[config.mk]
export PLATFORM = sky130hd
export DESIGN_NAME = sram_access_arbiter
export DESIGN_NICKNAME = d
export VERILOG_FILES = /design/src/rtl/sram_pkg.sv /design/src/rtl/sram_access_arbiter.sv
export SDC_FILE = /design/constraint.sdc
export NUM_CORES = 1
export LEC_CHECK = 0
export ABC_AREA = 1
export BUFFER_PORTS_ARGS = -buffer_cell sky130_fd_sc_hd__clkbuf_2
export CAP_MARGIN = 20
export CORE_MARGIN = 2
export CORE_UTILIZATION = 45
export CTS_BUF_LIST = sky130_fd_sc_hd__clkbuf_8
export CTS_CLUSTER_DIAMETER = 200
export DETAILED_ROUTE_END_ITERATION = 10
export GPL_TIMING_DRIVEN = 0
export MAX_ROUTING_LAYER = met4
export PLACE_DENSITY = 0.68
export REMOVE_ABC_BUFFERS = 1
export SETUP_SLACK_MARGIN = 0.5
export SYNTH_ARGS = -nofsm -noshare
export SYNTH_HDL_FRONTEND = slang
export SYNTH_SLANG_ARGS = --single-unit
[constraint.sdc]
create_clock -name CLK_MASTER -period 1.98 [get_ports CLK_MASTER]
set_input_delay 0.297 -clock CLK_MASTER [delete_from_list [all_inputs] [get_ports CLK_MASTER]]
set_output_delay 0.297 -clock CLK_MASTER [all_outputs]
set_load 0.005 [all_outputs]
[src/rtl/sram_pkg.sv]
// Shared SRAM access definitions: arbiter state encoding, cycle counter type and
// timing defaults used by the arbiter and the address counter.
package sram_pkg;

    localparam int WR_PULSE_CYCLES_DEF = 1;
    localparam int RD_WAIT_CYCLES_DEF  = 1;
    localparam int CYC_CNT_W           = 4;
    localparam int SRAM_DATA_W         = 8;

    typedef enum logic [2:0] {
        ST_IDLE   = 3'd0,
        ST_OEOFF  = 3'd1,
        ST_WRITE  = 3'd2,
        ST_WREND  = 3'd3,
        ST_RDWAIT = 3'd4,
        ST_RDCAP  = 3'd5,
        ST_INC    = 3'd6
    } arb_state_e;

    typedef logic [CYC_CNT_W-1:0] cyc_cnt_t;

    function automatic cyc_cnt_t to_cyc_cnt(input int cycles);
        return cyc_cnt_t'(cycles);
    endfunction

endpackage

[src/rtl/sram_access_arbiter.sv]
// Arbitrates acquisition writes, MCU writes and MCU reads onto one asynchronous
// SRAM, sequencing OE/WE/bus-drive so the data bus is never contended.
module sram_access_arbiter
    import sram_pkg::*;
#(
    parameter int WR_PULSE_CYCLES = WR_PULSE_CYCLES_DEF,
    parameter int RD_WAIT_CYCLES  = RD_WAIT_CYCLES_DEF
) (
    input  logic                   CLK_MASTER,
    input  logic                   RESET,
    input  logic                   ACQ_WR_REQ,
    input  logic [SRAM_DATA_W-1:0] ACQ_WR_DATA,
    input  logic                   MCU_WR_REQ,
    input  logic                   MCU_RD_REQ,
    input  logic [SRAM_DATA_W-1:0] MCU_WR_DATA,
    input  logic                   SR_FULL,
    input  logic                   CLR_OVERFLOW,
    input  logic [SRAM_DATA_W-1:0] SRAM_DQ_IN,
    output logic [SRAM_DATA_W-1:0] SRAM_DQ_OUT,
    output logic                   SRAM_DQ_OE,
    output logic                   SRAM_WE_n,
    output logic                   SRAM_OE_n,
    output logic                   ADDR_INC,
    output logic [SRAM_DATA_W-1:0] RD_DATA,
    output logic                   RD_VALID,
    output logic                   BUSY,
    output logic                   OVERFLOW
);

    localparam cyc_cnt_t WR_CNT_INIT = to_cyc_cnt(WR_PULSE_CYCLES);
    localparam cyc_cnt_t RD_CNT_INIT = to_cyc_cnt(RD_WAIT_CYCLES);
    localparam cyc_cnt_t CNT_LAST    = to_cyc_cnt(1);

    arb_state_e             state_q;
    cyc_cnt_t               cnt_q;
    logic                   acq_pend_q,  acq_pend_d;
    logic                   mcuw_pend_q, mcuw_pend_d;
    logic                   mcur_pend_q, mcur_pend_d;
    logic [SRAM_DATA_W-1:0] acq_data_q,  acq_data_d;
    logic [SRAM_DATA_W-1:0] mcuw_data_q, mcuw_data_d;
    logic                   overflow_q,  overflow_d;
    logic [SRAM_DATA_W-1:0] dq_out_q;
    logic [SRAM_DATA_W-1:0] rd_data_q;
    logic                   dq_oe_q;
    logic                   we_n_q;
    logic                   oe_n_q;
    logic                   addr_inc_q;
    logic                   rd_valid_q;
    logic                   busy_q;

    logic                   in_idle;
    logic                   acq_take;
    logic                   acq_drop;
    logic                   grant_acq;
    logic                   grant_mcuw;
    logic                   grant_mcur;
    logic [SRAM_DATA_W-1:0] wr_data_sel;

    // An acquisition pulse is only queued when the buffer has room and no
    // earlier acquisition byte is still waiting; otherwise the byte is lost.
    assign in_idle    = (state_q == ST_IDLE);
    assign acq_take   = ACQ_WR_REQ && !SR_FULL && !acq_pend_q;
    assign acq_drop   = ACQ_WR_REQ && (SR_FULL || acq_pend_q);
    assign grant_acq  = in_idle && (acq_pend_q || acq_take);
    assign grant_mcuw = in_idle && !grant_acq && (mcuw_pend_q || MCU_WR_REQ);
    assign grant_mcur = in_idle && !grant_acq && !grant_mcuw && (mcur_pend_q || MCU_RD_REQ);

    always_comb begin
        acq_pend_d  = acq_pend_q;
        mcuw_pend_d = mcuw_pend_q;
        mcur_pend_d = mcur_pend_q;
        acq_data_d  = acq_data_q;
        mcuw_data_d = mcuw_data_q;
        wr_data_sel = '0;

        if (grant_acq) begin
            acq_pend_d = 1'b0;
        end else if (acq_take) begin
            acq_pend_d = 1'b1;
            acq_data_d = ACQ_WR_DATA;
        end

        // A repeated MCU pulse while one is pending keeps the original byte.
        if (grant_mcuw) begin
            mcuw_pend_d = 1'b0;
        end else if (MCU_WR_REQ && !mcuw_pend_q) begin
            mcuw_pend_d = 1'b1;
            mcuw_data_d = MCU_WR_DATA;
        end

        if (grant_mcur) begin
            mcur_pend_d = 1'b0;
        end else if (MCU_RD_REQ) begin
            mcur_pend_d = 1'b1;
        end

        if (grant_acq) begin
            wr_data_sel = acq_pend_q ? acq_data_q : ACQ_WR_DATA;
        end else begin
            wr_data_sel = mcuw_pend_q ? mcuw_data_q : MCU_WR_DATA;
        end

        overflow_d = (overflow_q && !CLR_OVERFLOW) || acq_drop;
    end

    always_ff @(posedge CLK_MASTER) begin
        if (RESET) begin
            state_q     <= ST_IDLE;
            cnt_q       <= '0;
            acq_pend_q  <= 1'b0;
            mcuw_pend_q <= 1'b0;
            mcur_pend_q <= 1'b0;
            acq_data_q  <= '0;
            mcuw_data_q <= '0;
            overflow_q  <= 1'b0;
            dq_out_q    <= '0;
            rd_data_q   <= '0;
            dq_oe_q     <= 1'b0;
            we_n_q      <= 1'b1;
            oe_n_q      <= 1'b0;
            addr_inc_q  <= 1'b0;
            rd_valid_q  <= 1'b0;
            busy_q      <= 1'b0;
        end else begin
            acq_pend_q  <= acq_pend_d;
            mcuw_pend_q <= mcuw_pend_d;
            mcur_pend_q <= mcur_pend_d;
            acq_data_q  <= acq_data_d;
            mcuw_data_q <= mcuw_data_d;
            overflow_q  <= overflow_d;
            addr_inc_q  <= 1'b0;
            rd_valid_q  <= 1'b0;

            case (state_q)
                ST_IDLE: begin
                    // Turn the SRAM output off in the same edge the bus is taken,
                    // so WE only falls a full cycle after the bus is driven.
                    if (grant_acq || grant_mcuw) begin
                        state_q  <= ST_OEOFF;
                        oe_n_q   <= 1'b1;
                        dq_oe_q  <= 1'b1;
                        dq_out_q <= wr_data_sel;
                        busy_q   <= 1'b1;
                    end else if (grant_mcur) begin
                        state_q <= ST_RDWAIT;
                        oe_n_q  <= 1'b0;
                        cnt_q   <= RD_CNT_INIT;
                        busy_q  <= 1'b1;
                    end
                end
                ST_OEOFF: begin
                    state_q <= ST_WRITE;
                    we_n_q  <= 1'b0;
                    cnt_q   <= WR_CNT_INIT;
                end
                ST_WRITE: begin
                    if (cnt_q == CNT_LAST) begin
                        state_q <= ST_WREND;
                        we_n_q  <= 1'b1;
                    end else begin
                        cnt_q <= cnt_q - 1'b1;
                    end
                end
                ST_WREND: begin
                    state_q    <= ST_INC;
                    addr_inc_q <= 1'b1;
                end
                ST_RDWAIT: begin
                    if (cnt_q == CNT_LAST) begin
                        state_q    <= ST_RDCAP;
                        rd_data_q  <= SRAM_DQ_IN;
                        rd_valid_q <= 1'b1;
                    end else begin
                        cnt_q <= cnt_q - 1'b1;
                    end
                end
                ST_RDCAP: begin
                    state_q    <= ST_INC;
                    addr_inc_q <= 1'b1;
                end
                ST_INC: begin
                    state_q <= ST_IDLE;
                    oe_n_q  <= 1'b0;
                    dq_oe_q <= 1'b0;
                    busy_q  <= 1'b0;
                end
                default: begin
                    state_q <= ST_IDLE;
                    oe_n_q  <= 1'b0;
                    dq_oe_q <= 1'b0;
                    we_n_q  <= 1'b1;
                    busy_q  <= 1'b0;
                end
            endcase
        end
    end

    assign SRAM_DQ_OUT = dq_out_q;
    assign SRAM_DQ_OE  = dq_oe_q;
    assign SRAM_WE_n   = we_n_q;
    assign SRAM_OE_n   = oe_n_q;
    assign ADDR_INC    = addr_inc_q;
    assign RD_DATA     = rd_data_q;
    assign RD_VALID    = rd_valid_q;
    assign BUSY        = busy_q;
    assign OVERFLOW    = overflow_q;

endmodule

# Word-level counts from Yosys, hierarchy flattened
# Cells that the tools add are included.
# totals
reg_bits	49
latchBits	0
ramBits	0
romBits	0
output_inout_bits	23
elab_cells	101
mem_count	0
# op_classes
addsub	1
mul	0
div_mod_pow	0
order_cmp	0
eq_ne	14
n_shift	0
mux	24
n_bitwise	5
reduce_logical	41
# ops
cell	count
2-to-1 mux 8 bit	3
one-hot mux 3 bit (5 select lines)	1
AND reduction 2 bit	7
2-to-1 mux 3 bit	4
2-to-1 mux 4 bit	3
one-hot mux 4 bit (3 select lines)	1
OR reduction 2 bit	6
logical AND 1 bit	10
OR reduction 5 bit	2
== test 3 bit, second input constant	3
2-to-1 mux 1 bit	8
inequality test 2 bit, second input constant	4
== test 3 x 2 -> 1 bit, second input constant	2
zero test 1 bit	6
logical OR 1 bit	6
one-hot mux 1 bit (2 select lines)	3
NOT 1 bit	5
== test 4 x 1 -> 1 bit, second input constant	1
inequality test 2 x 1 -> 1 bit, second input constant	2
AND reduction 4 bit	1
subtractor 4 x 1 -> 4 bit, second input constant	1
== test 3 x 1 -> 1 bit, second input constant	1
zero test 3 bit	1
inequality test 3 x 1 -> 1 bit, second input constant	1
3 further kinds	3

# Logic depth before layout (Yosys ltp)
# logic_depth
word_depth	14
ltp_mapped	10
mapped_depth_nobuf	9

# Worst setup path before layout
# No wires, ideal clock.
# synth_path
path_kind	reg-to-reg
from	register mcuw_pend_q
to	register dq_oe_q (netlist: SRAM_DQ_OE)
setup_ns	0.116
arrival_ns	1.134
required_ns	1.864
path_slack_ns	0.730
path_stages_with_launch	8
path_buffers	2
synth_period_minus_slack_ns	1.250
cell_sequence	dfxtp_1 > buf_6 > nor2_2 > nand3_4 > nand2_4 > buf_12 > inv_12 > o211a_1
# synth_via
elab_chain_len	5
# synth_rtl
item	line_no	source
start: declaration	sram_access_arbiter.sv:37	logic mcuw_pend_q, mcuw_pend_d;
start signal: assignment	sram_access_arbiter.sv:126	mcuw_pend_q <= mcuw_pend_d;
logical OR 1 bit	sram_access_arbiter.sv:65	assign grant_mcuw = in_idle && !grant_acq && (mcuw_pend_q || MCU_WR_REQ);
logical AND 1 bit	sram_access_arbiter.sv:65	
logical OR 1 bit	sram_access_arbiter.sv:138	if (grant_acq || grant_mcuw) begin
inequality test 2 x 1 -> 1 bit (no line)	-	
AND reduction 2 bit (no line)	-	
end signal: assignment	sram_access_arbiter.sv:141	dq_oe_q <= 1'b1;
end signal: assignment	sram_access_arbiter.sv:184	dq_oe_q <= 1'b0;
end signal: assignment	sram_access_arbiter.sv:190	dq_oe_q <= 1'b0;
end: declaration	sram_access_arbiter.sv:44	logic dq_oe_q;
# Every way passes these cells.
# A chain may end at the register's enable or synchronous reset.

# Worst setup path after layout
# layout_path
from	register mcuw_pend_q
to	register cnt_q[0]
# layout_via
elab_chain_len	7
# layout_rtl
item	line_no	source
logical OR 1 bit (*)	sram_access_arbiter.sv:65	
logical AND 1 bit (*)	sram_access_arbiter.sv:65	
zero test 1 bit	sram_access_arbiter.sv:66	assign grant_mcur = in_idle && !grant_acq && !grant_mcuw && (mcur_pend_q || MCU_RD_REQ);
logical AND 1 bit (2 in a row)	sram_access_arbiter.sv:66	
inequality test 2 x 1 -> 1 bit (no line)	-	
AND reduction 4 bit (no line) (*)	-	
end signal: assignment	sram_access_arbiter.sv:161	cnt_q <= cnt_q - 1'b1;
end signal: assignment	sram_access_arbiter.sv:174	cnt_q <= cnt_q - 1'b1;
end: declaration	sram_access_arbiter.sv:35	cyc_cnt_t cnt_q;
# Every way passes the cells marked *; elsewhere a longest branch is shown, timed or not.

==> reports/results.tsv <==
metric	value	unit
status	finished, final reports clean	
crit_fanout	18	
drv_slew	0	
synth-compound-area-share	18.8	%
first_global_vias	2114	
overflow	0	
max_cap_viol_count	0	
synth_xor_area_share	0.361	%
rsz0062_at_grt	no	
worstMarginPinSlew	318	ps
drcViolationCount	0	
cts_max_level	2	
end_kind	flop	
min_from	SRAM_DQ_IN[6]	
period_minus_slack	1350	ps
io_buffers	53	
final-hold-violation-count	0	
finalSetupViolations	0	
fin_crit_sh	68.2	%
grt_pass1_wl	9.38	mm
peakVddDrop	658	uV
n_antenna_cell	0	
crit_chain	nor2_4, nand3_4, nand2_8, nand2_2, nor2_4, nor2_1, nor2_1	
hold_class	primary input to flop	
synth_cell_types	31	
ios	54	
timing.fmax	740	MHz
r2r_setup_slack	630	ps
syn_area	2430	sq um
critPathSlowestCell	dfxtp_2	
p_leak	1.34	nW
start_kind	flop	
multiInputGateArea	1240	sq um
die-area	6000	sq um
nets	409	
ys_seq_area_share	40.4	%
skew	10.6	ps
viasPerCell	4.94	
worstPathRequired	2220	ps
clockBufferDepth	2	
synth_top_area_cell	dfxtp_1	
synthCells	324	
die_x	77.5	um
final_cell_mix	62 x nor2_1, 53 x clkbuf_2, 52 x nand2_1	
pre_cts_ws	432	ps
first_pass_iters	4	
synth-edff-count	0	
track_usage	19.8	%
synth_simple_gate_area_share	29.8	%
clk_pin_slew	90	ps
ys_warn_count	0	
yosys-top-cells-area	dfxtp_1 40%, nor2_1 9.6%, nand2_1 8.0%, o21ai_0 7.2%, inv_1 3.7%	
yosysTopAreaCellShare	40.4	%
wl	5.33	mm
drive_above_1_share	29.3	%
critPathMaxStageDelay	420	ps
tns	0	ps
synth_top_family_by_area	simple AND/OR/NAND/NOR gates	
cts_tree	built	
synth_flop_cell	dfxtp_1	
critical_path_class	flop to flop	
syn2layout_area_growth	18.3	%
crit_start	mcuw_pend_q$_SDFFE_PP0P_	
clock_sinks	49	
r2r_start	mcuw_pend_q$_SDFFE_PP0P_	
gp_congestion	0.814	
coreArea	5170	sq um
p_per_area	1350	nW/um^2
crit_arrival	1600	ps
clk-insertion-delay-late	300	ps
start_util	47.0	%
rows	26	
cts_buffers	5	
fill_cells	509	
regArea	987	sq um
yosys.area_share.adder	1.03	%
antenna_found_initial	0	
dp_hpwl	3.92	mm
wire_per_inst	11.9	um
vias	2205	
synth_seq_cells	49	
antenna_left	0	
grt_start_max_net_pins	37	
syn_avg_cell_area	7.50	sq um
layout_commonest_cell	nor2_1	
async_reset_ff_share	0	%
drt_iter0_markers	70	
die_h	77.5	um
clockRootBuffer	clkbuf_8	
synthMuxAreaShare	0	%
max_slew_margin	78.8	%
setup_slack	629	ps
-- synthesized netlist by cell type (3+ instances only) --
master    number
nor2_1        62
nand2_1       52
dfxtp_1       49
o21ai_0       35
inv_1         24
a21oi_1       14
o21ai_1       11
nand3_1       10
a21boi_0       8
o21ai_2        8
nand2_2        6
nor2_2         6
clkbuf_1       5
nand2_4        5
nor2_4         5
buf_6          4
inv_2          3
-- kinds of logic (layout without fill, tap and decap cells) --
| logic type | Yosys count | in the layout |
|---|---|---|
| flip-flops | 49 | 49 |
| AND/OR/NAND/NOR | 151 | 151 |
| buffers and inverters | 42 | 94 |
| adder cells (fa/ha/maj) | 2 | 2 |
| AO/OA/AOI/OAI | 79 | 79 |
| XOR/XNOR | 1 | 1 |
-- path summary, 6_finish.rpt --
check | end | depth (start not counted)
max | cnt_q[0]$_SDFFE_PP0P_ | 7
min | RD_DATA[6]$_SDFFE_PP0P_ | 3
max reg2reg | cnt_q[0]$_SDFFE_PP0P_ | 7
min reg2reg | SRAM_WE_n$_SDFFE_PP1P_ | 2
-- critical path: cells and delay by family, from the launching register on --
family        cells  cell delay (ps)
flops             1              420
simple gates      7              860
-- layout make-up --
| cell class | instances | share of cell area, % |
|---|---|---|
| sequential | 49 | 34.4 |
| clock inverter | 2 | 1.22 |
| tap | 70 | 3.05 |
| inverter | 30 | 4.53 |
| clock buffer | 5 | 2.40 |
| timing repair buffer | 57 | 11.4 |
| multi-input combinational | 233 | 43.0 |
-- metrics by stage --
| step | power [mW] | std cells | instance area [sq um] | utilization (%) | hold WS (ps) |
|---|---|---|---|---|---|
| 3_5_place_dp | 3.12 | 436 | 2710 | 52.3 | 445 |
| 4_1_cts | 3.83 | 443 | 2820 | 54.5 | 207 |
| 3_3_place_gp | 3.09 | 435 | 2680 | 51.8 | 443 |
| 5_1_grt | 4.21 | 446 | 2870 | 55.5 | 228 |
| 2_1_floorplan | 2.67 | 312 | 2320 | - | 366 |
| 6_report | 3.88 | 446 | 2870 | 55.5 | 218 |
-- report_power, final --
| group | internal (mW) | leakage, nW | switching, mW | total [mW] |
|---|---|---|---|---|
| Clock | 0.368 | 0.0540 | 0.331 | 0.699 |
| Sequential | 1.27 | 0.404 | 0.205 | 1.48 |
| Combinational | 0.659 | 0.882 | 1.05 | 1.70 |
| Total | 2.30 | 1.34 | 1.58 | 3.88 |
-- sequential cells by signal, summed over array words and instances, names as in the netlist, 3 cells and up --
signal	cells
RD_DATA	8
SRAM_DQ_OUT	8
acq_data_q	8
cnt_q	4
mcuw_data_q	8
state_q	3
-- routing by layer --
layer | GRT usage, % | wire length (um)
met5 | - | 0
met4 | 9.29 | 157
met3 | 3.02 | 166
met2 | 33.1 | 2610
met1 | 23.3 | 2390
-- what timing repair did --
| action | CTS | global route |
|---|---|---|
| endpoints found under the setup margin | 13 | 22 |
| setup buffers | 0 | 3 |
| gates resized for setup | 3 | 6 |
| pin swaps | 0 | 2 |
| hold buffers | 0 | 0 |
No activity file was read; power rests on OpenSTA's default activity.
